--- src/rtl/aes_uart_block_tx.sv ---
// aes_uart_block_tx: serialises one 128-bit block as 16 UART 8N1 bytes, MSB byte first
module aes_uart_block_tx #(
    parameter int CLKS_PER_BIT = 87,
    parameter int STOP_BITS    = 1
) (
    input  logic         clk,
    input  logic         reset,
    input  logic [127:0] block_data,
    input  logic         block_valid,
    output logic         block_ready,
    output logic         uart_tx,
    output logic         uart_tx_ready,
    output logic [3:0]   byte_index,
    output logic         frames_sent
);
    localparam int BW = $clog2(CLKS_PER_BIT);
    typedef enum logic [1:0] {IDLE, START, DATA, STOP} state_t;
    state_t         state_q, state_d;
    logic [127:0]   blk_q, blk_d;
    logic [7:0]     sh_q, sh_d;
    logic [BW-1:0]  baud_q, baud_d;
    logic [2:0]     bit_q, bit_d;
    logic [3:0]     byte_q, byte_d;
    logic           tx_q, tx_d, fs_q, fs_d, tick;
    always_comb begin
        state_d = state_q;
        blk_d   = blk_q;
        sh_d    = sh_q;
        bit_d   = bit_q;
        byte_d  = byte_q;
        tx_d    = tx_q;
        fs_d    = 1'b0;
        tick    = baud_q == BW'(CLKS_PER_BIT - 1);
        baud_d  = tick ? '0 : baud_q + BW'(1);
        case (state_q)
            IDLE: begin
                baud_d = '0;
                if (block_valid) begin
                    state_d = START;
                    blk_d   = {block_data[119:0], 8'h00};
                    sh_d    = block_data[127:120];
                    bit_d   = '0;
                    byte_d  = '0;
                    tx_d    = 1'b0;
                end
            end
            START: if (tick) begin
                state_d = DATA;
                tx_d    = sh_q[0];
            end
            DATA: if (tick) begin
                if (bit_q == 3'd7) begin
                    state_d = STOP;
                    bit_d   = '0;
                    tx_d    = 1'b1;
                end else begin
                    bit_d = bit_q + 3'd1;
                    sh_d  = sh_q >> 1;
                    tx_d  = sh_q[1];
                end
            end
            STOP: if (tick) begin
                // bit counter is reused to count stop bits
                if (bit_q == 3'(STOP_BITS - 1)) begin
                    bit_d = '0;
                    if (byte_q == 4'd15) begin
                        state_d = IDLE;
                        byte_d  = '0;
                        fs_d    = 1'b1;
                    end else begin
                        state_d = START;
                        byte_d  = byte_q + 4'd1;
                        sh_d    = blk_q[127:120];
                        blk_d   = blk_q << 8;
                        tx_d    = 1'b0;
                    end
                end else begin
                    bit_d = bit_q + 3'd1;
                end
            end
            default: state_d = IDLE;
        endcase
    end
    always_ff @(posedge clk) begin
        if (reset) begin
            state_q <= IDLE;
            blk_q   <= '0;
            sh_q    <= '0;
            baud_q  <= '0;
            bit_q   <= '0;
            byte_q  <= '0;
            tx_q    <= 1'b1;
            fs_q    <= 1'b0;
        end else begin
            state_q <= state_d;
            blk_q   <= blk_d;
            sh_q    <= sh_d;
            baud_q  <= baud_d;
            bit_q   <= bit_d;
            byte_q  <= byte_d;
            tx_q    <= tx_d;
            fs_q    <= fs_d;
        end
    end
    assign block_ready   = state_q == IDLE;
    assign uart_tx_ready = state_q == IDLE;
    assign uart_tx       = tx_q;
    assign byte_index    = byte_q;
    assign frames_sent   = fs_q;
endmodule

--- config.mk ---
export PLATFORM = sky130hd
export DESIGN_NAME = aes_uart_block_tx
export DESIGN_NICKNAME = d
export VERILOG_FILES = /design/src/rtl/aes_uart_block_tx.sv
export SDC_FILE = /design/constraint.sdc
export NUM_CORES = 1
export LEC_CHECK = 0
export CORE_ASPECT_RATIO = 1.1
export CORE_MARGIN = 2
export CORE_UTILIZATION = 53
export CTS_BUF_LIST = sky130_fd_sc_hd__clkbuf_4
export DETAILED_ROUTE_END_ITERATION = 16
export PLACE_DENSITY = 0.88
export SETUP_SLACK_MARGIN = 0.15
export SLEW_MARGIN = 20
export SYNTH_ARGS = -nofsm -noshare
export SYNTH_HDL_FRONTEND = slang
export SYNTH_SLANG_ARGS = --single-unit
--- constraint.sdc ---
create_clock -name clk -period 3.4 [get_ports clk]
set_input_delay 1.02 -clock clk [delete_from_list [all_inputs] [get_ports clk]]
set_output_delay 1.02 -clock clk [all_outputs]
set_load 0.005 [all_outputs]
==> out/metrics.yaml <==
floorplanning:
  ios: 139
  die_area_mm2: 0.01460
  die_x_um: 115.4
  row_count: 44
  start_util: 0.5451
  fp.dieH_um: 126.5
  core_area_mm2: 0.01327
outcome:
  status: "complete, no violations"
power_and_ir_drop:
  cellPowerDensity_mw_per_mm2: 812.9
  leakage_nw: 2.880
  max-vdd-ir-drop_uv: 579.7
final_layout:
  fin_nets: 966
  final_layout_size_suffix_gt1_frac: 0.07288
  seq_area_mm2: 0.002923
  multi_input_comb_area_mm2: 0.003855
  nFillCells: 1040
  area.growth.synth_to_final_pct: 22.04
worst_setup_path:
  end_kind: "output port"
  critical_path_required_ns: 2.38
  ff2ff_setup_slack_ns: 0.89
  crit_fanout: 7
  reg2regPathDepth: 5
  crit_type: "reg2out"
  startpoint_type: "register"
  crit_chain: "inv_1 > ha_1 > clkdlybuf4s50_1"
  arrival_ns: 1.99
  max_stage_delay_ns: 0.56
  crit_slowest_cell: "clkdlybuf4s50_1"
logic_synthesis:
  synth_fa_ha_area_frac: 0.01903
  syn_area_per_cell_um2: 9.733
  synth_top_area_cell: "dfxtp_1"
  async_reset_ff_frac: 0
  postSynthCellCount: 743
  syn_area_mm2: 0.007232
  synth_most_common_cell: "dfxtp_1"
  synth_compound_area_frac: 0.2830
  synth_common_cells: "dfxtp_1, a211oi_1, a31oi_1, mux2i_1, buf_2"
  synth.yosys.seq_area_share: 0.4042
  synthDominantCellAreaShare: 0.4042
  yosysUniqueCellTypes: 51
  synth_top_family_by_area: "compound AO/OA/AOI/OAI gates"
  synthXorXnorAreaFrac: 0.006055
  syn_nets: 885
  ys_warn_count: 0
  muxShareOfSynthArea: 0.1675
  synthSimpleGateAreaFrac: 0.05433
  synth_top_cells_by_area: "dfxtp_1, mux2i_1, a211oi_1"
  synth_ff_type: "dfxtp_1"
  ys_ff_latch: 146
  synth_edf_count: 0
timing:
  fmax_ghz: 0.3317
  whs_ns: 0.4698
  max_slew_margin: 0.3328
  setup_viol: 0
  hold_viol_final: 0
  worst_slew_pin_slew_ns: 1.001
  fin_setup_tns_ns: 0
  drv_slew: 0
  fin_skew_ns: 0.01743
  rsz0062_at_grt: "no"
  layout_min_cycle_time_ns: 3.015
  final.period_utilization: 0.8867
worst_hold_path:
  min_path_cells: 1
  worst_hold_path_type: "reg2reg"
clocking:
  cts_tree: "built"
  cts_hold_buf: 0
  cts_buffer_depth: 2
  cts_made_buffers: 17
  cts_max_level: 4
  cts_sinks: 146
  ctsResizeCount: 0
  worstSkewPairLatency_ns: 0.55
  cts_root_buf: "clkbuf_4"
  cts_setup_buffers: 0
  path_clk_slew_ns: 0.12
global_routing:
  grt_max_degree: 113
  grt_pass1_vias: 5989
  grt_pass1_wl_um: 29440
  grt_antenna_before_repair: 1
  grtUsageTotal: 0.2473
  grt_overflow: 0
route:
  antenna_left: 0
  drt_iter0_markers: 834
  drc: 0
  viasPerCell: 6.293
  wl_per_cell_um: 17.87
  dr.pass1.iters: 5
  vias: 6431
  routed_wl_um: 18260
place:
  dpl.hpwl_um: 11510
  portBuffers: 138
  gp_congestion: 0.7897
job:
  drv_cap: 0
## power by group
| part | switching [W] | internal [W] | total [W] |
|---|---|---|---|
| registers | 0.000424 | 0.00246 | 0.00288 |
| logic | 0.00183 | 0.00139 | 0.00322 |
| clock network | 0.000690 | 0.000384 | 0.00107 |
## layer usage
layer,share of wire,vias up,global-route usage
met5,0,-,0
li1,-,3077,-
met4,0.022,0,0.08292
met1,0.44,3063,0.3489
met2,0.47,255,0.3781
met3,0.065,36,0.04969
## per-stage QoR
step                      utilization  instances  area [µm²]  setup WS (ns)  total power [W]
after floorplan                     -        743        7232          1.243         0.005353
after global placement         0.6444        989        8549         0.4769         0.005995
after detailed placement       0.6444        989        8549         0.4294         0.006104
after CTS                      0.6650       1021        8823         0.3559         0.007174
after global routing           0.6652       1022        8826         0.2751         0.007666
final                          0.6652       1022        8826         0.3851         0.007174
## critical path, delay by kind of cell, from the launching register on
family / cells / cell delay, ns
buffers and inverters: 2 / 0.72
flip-flops: 1 / 0.38
adder cells (fa/ha/maj): 1 / 0.36
## path summary, 6_finish.rpt
path         startpoint     endpoint
min reg2reg   baud_q[0]    baud_q[0]
max          state_q[1]  block_ready
max reg2reg  state_q[1]    blk_q[66]
min           baud_q[0]    baud_q[0]
## cell usage in the layout, fill, tap and decap left out, types with 9 or more instances in the layout
cell / synthesis / final
a31oi_1: 112 / 112
a211oi_1: 113 / 113
a21oi_1: 26 / 26
nand2_1: 12 / 12
nor2b_1: 9 / 9
clkbuf_4: 0 / 17
clkdlybuf4s50_1: 0 / 137
o31ai_1: 10 / 10
ha_1: 11 / 10
nand4_1: 12 / 12
dfxtp_1: 146 / 146
mux2i_1: 112 / 112
nor2_1: 15 / 15
## flip-flops by register name, indices dropped and copies added (netlist names)
name / cells
state_q: 2
bit_q: 3
frames_sent: 1
baud_q: 7
byte_index: 4
sh_q: 8
uart_tx: 1
blk_q: 120
## layout make-up
class	count	area share
inverter	8	0.003402
tap	184	0.02608
sequential	146	0.3312
timing repair buffer	149	0.1713
multi-input combinational	502	0.4368
antenna	1	0.0002835
clock buffer	17	0.01446
clock inverter	15	0.01659
## cell families after synthesis
group	count (synthesis)
mux	120
simple gates	71
buf+inv	95
compound gates	295
flops	146
fa+ha+maj	11
xor+xnor	5
(Power assumes the default switching activity.)
